$ cat src/rtl/midi_gate_if.sv
// MIDI byte stream into midi_gate: one byte per cycle when in_valid is high.
// There is no back-pressure, so the bus carries no ready signal.
interface midi_gate_if;
    logic       in_valid;
    logic [7:0] in_data;

    modport master (output in_valid, output in_data);
    modport slave  (input  in_valid, input  in_data);
endinterface

$ cat src/rtl/midi_gate.sv
// MIDI note gate: parses a channel's Note On/Off stream into a last-note-priority stack.
// Optional build macro MIDI_GATE_RETRIGGER_EN: pulse gate low for one cycle on overlapping Note Ons.
module midi_gate #(
    parameter int CHANNEL     = 0,
    parameter int STACK_DEPTH = 4,
    localparam int HELD_W     = $clog2(STACK_DEPTH + 1)
) (
    input  logic              clk,
    input  logic              reset_n,
    midi_gate_if.slave        bus,
    output logic              gate,
    output logic [6:0]        note,
    output logic [6:0]        velocity,
    output logic [HELD_W-1:0] held
);
    localparam logic [3:0] CHAN_S = 4'(CHANNEL);

    logic [7:0]        status_r;
    logic              status_valid_r;
    logic              have_d0_r;
    logic [6:0]        d0_r;
    logic [6:0]        stack_r [STACK_DEPTH];

    logic              need_two_s;
    logic              msg_done_s;
    logic [6:0]        key_s;
    logic [6:0]        vel_s;
    logic              ch_match_s;
    logic              note_on_s;
    logic              note_off_s;
    logic              retrig_s;
    logic [6:0]        work_s [STACK_DEPTH];
    logic              found_s;
    int                pos_s;
    int                cnt_s;
    logic [6:0]        top_s;
    logic [HELD_W-1:0] held_next_s;

    // Classify the incoming data byte and detect completion of a message
    always_comb begin
        need_two_s = (status_r[7:5] != 3'b110);
        msg_done_s = 1'b0;
        key_s      = 7'd0;
        vel_s      = 7'd0;
        if (bus.in_valid && !bus.in_data[7] && status_valid_r) begin
            if (need_two_s && !have_d0_r) begin
                msg_done_s = 1'b0;
            end else begin
                msg_done_s = 1'b1;
                key_s      = need_two_s ? d0_r : bus.in_data[6:0];
                vel_s      = bus.in_data[6:0];
            end
        end else begin
            msg_done_s = 1'b0;
        end
        ch_match_s = (status_r[3:0] == CHAN_S);
        note_on_s  = msg_done_s && ch_match_s && (status_r[7:4] == 4'h9) && (vel_s != 7'd0);
        note_off_s = msg_done_s && ch_match_s &&
                     ((status_r[7:4] == 4'h8) || ((status_r[7:4] == 4'h9) && (vel_s == 7'd0)));
    end

`ifdef MIDI_GATE_RETRIGGER_EN
    assign retrig_s = note_on_s && gate;
`else
    assign retrig_s = 1'b0;
`endif

    // Next stack contents: index 0 is the oldest entry, index cnt_s-1 the top
    always_comb begin
        work_s  = stack_r;
        cnt_s   = int'(held);
        found_s = 1'b0;
        pos_s   = 32'sd0;
        top_s   = note;
        if (note_on_s || note_off_s) begin
            for (int i = 0; i < STACK_DEPTH; i++) begin
                if (!found_s && (i < cnt_s) && (stack_r[i] == key_s)) begin
                    found_s = 1'b1;
                    pos_s   = i;
                end else begin
                    found_s = found_s;
                end
            end
            if (found_s) begin
                for (int i = 0; i < STACK_DEPTH - 1; i++) begin
                    if (i >= pos_s) begin
                        work_s[i] = work_s[i+1];
                    end else begin
                        work_s[i] = work_s[i];
                    end
                end
                cnt_s = cnt_s - 32'sd1;
            end else begin
                cnt_s = cnt_s;
            end
            if (note_on_s) begin
                // A full stack sheds its oldest note to make room
                if (cnt_s == STACK_DEPTH) begin
                    for (int i = 0; i < STACK_DEPTH - 1; i++) begin
                        work_s[i] = work_s[i+1];
                    end
                    cnt_s = cnt_s - 32'sd1;
                end else begin
                    cnt_s = cnt_s;
                end
                for (int i = 0; i < STACK_DEPTH; i++) begin
                    if (i == cnt_s) begin
                        work_s[i] = key_s;
                    end else begin
                        work_s[i] = work_s[i];
                    end
                end
                cnt_s = cnt_s + 32'sd1;
            end else begin
                cnt_s = cnt_s;
            end
        end else begin
            cnt_s = cnt_s;
        end
        for (int i = 0; i < STACK_DEPTH; i++) begin
            if (i == cnt_s - 32'sd1) begin
                top_s = work_s[i];
            end else begin
                top_s = top_s;
            end
        end
        held_next_s = HELD_W'(cnt_s);
    end

    // Running status and data-byte tracking; realtime bytes pass through untouched
    always_ff @(posedge clk or negedge reset_n) begin
        if (!reset_n) begin
            status_r       <= 8'd0;
            status_valid_r <= 1'b0;
            have_d0_r      <= 1'b0;
            d0_r           <= 7'd0;
        end else if (bus.in_valid) begin
            if (bus.in_data >= 8'hF8) begin
                status_valid_r <= status_valid_r;
            end else if (bus.in_data >= 8'hF0) begin
                status_valid_r <= 1'b0;
                have_d0_r      <= 1'b0;
            end else if (bus.in_data[7]) begin
                status_r       <= bus.in_data;
                status_valid_r <= 1'b1;
                have_d0_r      <= 1'b0;
            end else if (status_valid_r) begin
                if (need_two_s && !have_d0_r) begin
                    d0_r      <= bus.in_data[6:0];
                    have_d0_r <= 1'b1;
                end else begin
                    have_d0_r <= 1'b0;
                end
            end else begin
                have_d0_r <= 1'b0;
            end
        end else begin
            status_valid_r <= status_valid_r;
        end
    end

    // Stack and registered outputs
    always_ff @(posedge clk or negedge reset_n) begin
        if (!reset_n) begin
            for (int i = 0; i < STACK_DEPTH; i++) begin
                stack_r[i] <= 7'd0;
            end
            held     <= {HELD_W{1'b0}};
            gate     <= 1'b0;
            note     <= 7'd0;
            velocity <= 7'd0;
        end else begin
            stack_r <= work_s;
            held    <= held_next_s;
            gate    <= retrig_s ? 1'b0 : (held_next_s != {HELD_W{1'b0}});
            note    <= top_s;
            if (note_on_s) begin
                velocity <= vel_s;
            end else begin
                velocity <= velocity;
            end
        end
    end
endmodule

$ cat src/flat_wrapper.sv
// flat-port wrapper written by rule: the top's interface ports become plain ports
module midi_gate_flat 
#(
    parameter int CHANNEL     = 0,
    parameter int STACK_DEPTH = 4,
    localparam int HELD_W     = $clog2(STACK_DEPTH + 1)
)
  (clk, reset_n, gate, note, velocity, held, bus_in_valid, bus_in_data);
  midi_gate_if bus_i ();
  input  logic clk;
  input  logic reset_n;
  output logic gate;
  output logic [6:0] note;
  output logic [6:0] velocity;
  output logic [HELD_W-1:0] held;
  input wire logic [$bits(bus_i.in_valid)-1:0] bus_in_valid;
  input wire logic [$bits(bus_i.in_data)-1:0] bus_in_data;
  assign bus_i.in_valid = bus_in_valid;
  assign bus_i.in_data = bus_in_data;
  midi_gate #(.CHANNEL(CHANNEL), .STACK_DEPTH(STACK_DEPTH)) u_core (.clk(clk), .reset_n(reset_n), .bus(bus_i), .gate(gate), .note(note), .velocity(velocity), .held(held));
endmodule
$ cat config.mk
export PLATFORM = sky130hd
export DESIGN_NAME = midi_gate_flat
export DESIGN_NICKNAME = d
export VERILOG_FILES = /design/src/rtl/midi_gate_if.sv /design/src/rtl/midi_gate.sv /design/src/flat_wrapper.sv
export SDC_FILE = /design/constraint.sdc
export NUM_CORES = 1
export LEC_CHECK = 0
export CORE_MARGIN = 5
export CORE_UTILIZATION = 61
export DETAILED_ROUTE_END_ITERATION = 8
export PLACE_DENSITY = 0.92
export SLEW_MARGIN = 20
export SYNTH_ARGS = -nofsm -noshare
export SYNTH_HDL_FRONTEND = slang
export SYNTH_SLANG_ARGS = --single-unit
export TNS_END_PERCENT = 20
$ cat constraint.sdc
create_clock -name clk -period 6.3 [get_ports clk]
set_input_delay 1.26 -clock clk [delete_from_list [all_inputs] [get_ports clk]]
set_output_delay 1.26 -clock clk [all_outputs]
set_load 0.1 [all_outputs]
-- Word level (Yosys, flattened, before mapping)
Index checks and enable logic that the tools add are counted.
- bits in registers: 63
- latch bits: 0
- bits in writable memories: 0
- bits in read-only memories: 0
- input port bits: 11
- word-level logic and storage cells: 123
- memories kept: 0
- add/sub/neg operators: 4
- multiply operators: 0
- divide/modulo/power cells: 0
- order comparisons: 9
- eq/ne operators: 14
- shift-type cells: 0
- multiplexer cells: 47
- bitwise operators: 3
- reductions and logical operators: 34
- operators by type and width (kind ; number):
    $mux 32 ; 8
    $eq 3x32->1 const A ; 4
    $mux 7 ; 16
    $eq 2x32->1 const A ; 2
    $logic_not 32->1 ; 2
    $sub 32x2->32 const B ; 2
    $mux 28 ; 2
    $mux 21 ; 2
    $add 32x2->32 const B ; 1
    $eq 32x4->1 const B ; 1
    $ge 1x32->1 const A ; 1
    $ge 2x32->1 const A ; 1
    $ge 3x32->1 const A ; 1
    $eq 7x7->1 ; 4
    $mux 1 ; 17
    $ge 8x8->1 const B ; 2
    $logic_and 1x1->1 ; 15
    $eq 4x4->1 const B ; 2
    $logic_not 7->1 ; 1
    $reduce_bool 7->1 ; 1
    $lt 1x3->1 const A ; 2
    $lt 2x3->1 const A ; 2
    $reduce_and 6->1 ; 1
    $logic_not 1->1 ; 5
    other kinds (12) ; 16

-- Longest topological paths before layout
- depth after elaboration: 40
- depth in mapped cells: 26
- mapped depth without buffers: 21

-- Worst setup path before layout
No wires, ideal clock.
- path kind: input port to flip-flop
- from: input port bus_in_data[7]
- to: register u_core.note[5]
- setup time: 0.118 ns
- arrival: 5.641 ns
- data required time: 6.182 ns
- slack: 0.541 ns
- stages on the path: 20
- path buffers: 5
- path through: and3b_1 -> buf_2 -> buf_2 -> nand2_2 -> o221a_4 -> and3_4 -> buf_6 -> a2111o_1 -> buf_2 -> o21ai_0 -> ha_1 -> clkbuf_1 -> o21a_1 -> nor3_1 -> mux2_2 -> o32ai_1 -> or4_1 -> nand3_2 -> a22o_1 -> a21o_1
- word-level cells in the longest chain between the ends: 37
- elaborated cells on any way between the ends: 79
- those cells by class: add/sub: 3; order compare: 3; eq/ne: 11; mux: 37; reduce/logical: 25
- ends and longest elaborated chain (item ; line ; text):
    from (decl) ; flat_wrapper.sv:17 ; input wire logic [$bits(bus_i.in_data)-1:0] bus_in_data;
    $logic_not 1->1 (*) ; midi_gate.sv:45 ; if (bus.in_valid && !bus.in_data[7] && status_valid_r) begin
    $logic_and 1x1->1 (*) (2 in a row) ; midi_gate.sv:45 ;
    $mux 7 ; midi_gate.sv:45 ;
    $eq 7x7->1 ; midi_gate.sv:77 ; if (!found_s && (i < cnt_s) && (stack_r[i] == key_s)) begin
    $logic_and 1x1->1 ; midi_gate.sv:77 ;
    $mux 1 ; midi_gate.sv:77 ;
    $mux 1 ; midi_gate.sv:75 ; if (note_on_s || note_off_s) begin
    $logic_not 1->1 ; midi_gate.sv:77 ;
    [... 18 more ...] ; -- ;
    $mux 32 ; midi_gate.sv:96 ; if (note_on_s) begin
    $mux 32 ; midi_gate.sv:75 ;
    $add 32x2->32 / $logic_not 32->1 (equally long branches) ; midi_gate.sv:113, midi_gate.sv:107 ;
    $mux 32 / $mux 7 (equally long branches) ; midi_gate.sv:96, midi_gate.sv:107 ;
    $mux 32 / $mux 28 (equally long branches) ; midi_gate.sv:75, midi_gate.sv:96 ;
    $sub 32x2->32 / $mux 28 (equally long branches) ; midi_gate.sv:121, midi_gate.sv:75 ;
    $eq 2x32->1 / $mux 7 (equally long branches) ; midi_gate.sv:121 ; if (i == cnt_s - 32'sd1) begin
    $mux 7 (3 in a row) ; midi_gate.sv:121 ;
    to (signal assigned) ; midi_gate.sv:176 ; note <= top_s;
    to (decl) ; midi_gate.sv:12 ; output logic [6:0] note,
Mark *: on every way between the ends. The rest lies on a longest branch, timed or not. The select of a mux whose other input is x is not followed.
A chain may end at the register's enable or synchronous reset.

==> qor.csv <==
stage,metric,value,unit
place,portBuffers,28,
run,cap_violations,0,
floorplan,core,8260,sq um
sta,worst_clock_skew,0.0114,ns
clock_network,root_buffer,clkbuf_8,
place,placed_area,6060,sq um
setup_path,setup.worst_path.start_class,input port,
layout,syn_to_final_growth,20.6,%
setup_path,r2r-start,u_core.status_r[6],
logic_synthesis,muxShareOfSynthArea,6.75,%
setup_path,required,6.59,ns
logic_synthesis,synth_compound_area_share,32.0,%
setup_path,rr_endpoint,u_core.note[4],
setup_path,worstSetupPathType,in2reg,
floorplan,initial_utilization,62.8,%
logic_synthesis,synthTopCellsByCount,"75 x nand2_1, 63 x dfrtp_1, 39 x nor2_1",
setup_path,cp-end-kind,register,
logic_synthesis,synth.avg_cell_area,8.42,sq um
place,place_congestion,1.02,
logic_synthesis,ys_warn_count,0,
detailed_routing,viasPerCell,7.14,
detailed_routing,num_vias,5798,
grt,grt_usage,38.5,%
logic_synthesis,ys_ff_latch,63,
layout,stdcell_count,812,
layout,fin_nets,720,
logic_synthesis,yosysTopAreaCell,dfrtp_1,
clock_network,clockBufferDepth,2,
setup_path,r2r_slack,0.74,ns
logic_synthesis,yosysMostFrequentCell,nand2_1,
logic_synthesis,synth.area.top_cells,"dfrtp_1 30%, nand2_1 5.4%, mux2i_1 3.3%",
logic_synthesis,synth-edff-count,0,
sta,finalSetupViolCount,0,
grt,first_global_vias,5658,
grt,grt_pass1_wl,30900,um
power,p_comb_share,64.3,%
logic_synthesis,synth_simple_gate_area_share,22.3,%
detailed_routing,drcViolationCount,0,
sta,setup_tns,0,ns
clock_network,htree_levels,3,
logic_synthesis,syn_area,5190,sq um
clock_network,cts_tree,built,
setup_path,endpoint,u_core.note[4],
power,swShare,48.0,%
place,placed_cells,796,
sta,post-route-min-period,6.00,ns
power,p_total,2.54,mW
logic_synthesis,yosysSeqAreaShare,30.4,%
power,p_leak,2.66,nW
power,internal_power,1.32,mW
logic_synthesis,synthArstFlopShare,100,%
grt,grt-ovfl-total,0,
detailed_routing,postRouteAntennaNets,0,
sta,fmax,167,MHz
setup_path,rr_worst_depth,19,
logic_synthesis,synth_cells,616,
floorplan,num_io_pins,29,
clock_network,cts_hold_buf,0,
logic_synthesis,synth_top_area_share,30.4,%
floorplan,die-area,10500,sq um
detailed_routing,first_iter_violations,865,
layout,layout-drive-gt1-share,21.1,%
run_status,outcome,"complete, no violations",
clock_network,clkSinkCount,63,
logic_synthesis,synth_fa_ha_area_share,1.69,%
logic_synthesis,ys_types,89,
detailed_routing,drt_pass1_iterations,7,
clock_network,cts_buffers,9,
grt,grt_max_degree,64,
layout,n_fill_cell,615,
power,clkPwrFrac,13.0,%
layout,antenna_cells,0,
sta,holdWs,0.479,ns
floorplan,rows,33,
sta,period_share,95.2,%
sta,tightest_slew,1.01,ns
power,p_per_area,405,nW/um^2
place,hpwl,14600,um
sta,relSlewSlack,32.8,%
logic_synthesis,synth_top_family_by_area,compound AO/OA/AOI/OAI gates,
floorplan,die_width,102,um
detailed_routing,drt-total-wl,19200,um
floorplan,dieHeight,102,um
min_path,hp-class,reg2reg,
detailed_routing,routedWlPerCell,23.7,um
sta,hold_viol_final,0,
clock_network,insertion_delay,0.36,ns
power,p_seq_share,22.6,%
logic_synthesis,ys.flop_type,dfrtp_1,
power,ir_worst_vdd,359,uV
setup_path,crit_start,bus_in_data[7],
layout,stdcell_area,6260,sq um
setup_path,crit_path_max_fanout,8,
power,p_switching,1.22,mW
grt,antenna_found_initial,0,
logic_synthesis,synth-xor-area-share,0.989,%
sta,slew_viol_final,0,
setup_path,critical_path_arrival,6.29,ns
clock_network,cts.clk_slew.worst_paths,0.08,ns
## flip-flops by register name, indices dropped and copies added (netlist names)
name and flops:
u_core.stack_r 28, u_core.status_r 8, u_core.d0_r 7, u_core.note 7
u_core.velocity 7, u_core.held 3, u_core.gate 1, u_core.have_d0_r 1
u_core.status_valid_r 1
## power groups by stage
stage / registers, mW / clock network, mW / logic (mW)
after CTS: 0.568 / 0.329 / 1.58
after detailed placement: 0.575 / 0 / 1.57
after global routing: 0.579 / 0.350 / 1.74
final: 0.574 / 0.330 / 1.63
after floorplan: 0.626 / 0 / 0.933
after global placement: 0.572 / 0 / 1.54
## layout by cell type (no fill, tap or decap), types with 6 or more instances in the layout
cell	count
mux2i_1	16
a22oi_1	16
nand2b_1	8
o211ai_1	6
nor3_1	11
o22ai_1	23
nand3_1	12
a21o_1	13
o21ai_0	32
mux2_2	14
inv_1	28
nor2_1	38
nand2_1	75
or3_1	9
ha_1	7
o221ai_1	11
clkbuf_8	9
a21oi_1	29
nor2b_1	9
dfrtp_1	63
clkdlybuf4s50_1	27
o22a_1	11
a31oi_1	7
o21ai_1	7
nand4_1	6
and3_1	7
buf_4	81
and2_1	10
## critical path, stage by stage
cell and delay [ns]:
clkdlybuf4s50_1 0.51, nand3b_1 0.19, buf_4 0.19, nor2_1 0.04
mux2_2 0.27, a2111oi_2 0.51, and3_1 0.34, a2111o_1 0.17
o21ai_0 0.14, ha_1 0.28, buf_4 0.17, o21a_1 0.12
buf_4 0.16, and2_1 0.16, mux4_2 0.51, and2_1 0.26
or3_1 0.39, a31oi_1 0.32, mux2i_1 0.13, o21ai_1 0.15
## metal layers
layer	vias to the layer above	global-route usage [%]	wire, um	share of wire (%)
met5	-	0	0	0
met4	0	15.6	758	3.9
met3	83	8.67	2240	12
met2	468	59.0	8660	45
met1	2729	52.9	7580	39
li1	2518	-	-	-
## repair_timing
action | CTS | global route
setup buffers | 0 | 0
setup endpoints to repair | 0 | 7
resized for setup | 0 | 5
## cells by family after synthesis
logic type,Yosys count
other,1
buffers and inverters,66
adder cells (fa/ha/maj),7
AO/OA/AOI/OAI,220
multiplexers,32
flip-flops,63
XOR/XNOR,5
AND/OR/NAND/NOR,222
## per-stage QoR
stage | util, % | setup slack (ns)
floorplan | - | 0.541
global placement | 73.3 | 0.0654
detailed placement | 73.3 | -0.00230
CTS | 75.4 | 0.353
global route | 75.8 | -0.0222
finish | 75.8 | 0.300
## worst min path at each step
stage,start,end,slack [ns],cells past startpoint
floorplan,u_core.status_r[2],u_core.status_r[2],0.44,2
global placement,u_core.status_r[2],u_core.status_r[2],0.45,2
detailed placement,u_core.velocity[2],u_core.velocity[2],0.46,2
CTS,u_core.velocity[2],u_core.velocity[2],0.48,2
global route,u_core.velocity[6],u_core.velocity[6],0.53,2
finish,u_core.velocity[2],u_core.velocity[2],0.48,2
## layout make-up
| class | count | area [sq um] | area share, % |
|---|---|---|---|
| sequential | 63 | 1580 | 25.2 |
| clock buffer | 9 | 124 | 1.98 |
| clock inverter | 7 | 48.8 | 0.780 |
| tap | 105 | 131 | 2.10 |
| inverter | 29 | 109 | 1.74 |
| timing repair buffer | 111 | 923 | 14.8 |
| multi-input combinational | 488 | 3340 | 53.4 |
No activity file was read; power rests on OpenSTA's default activity.
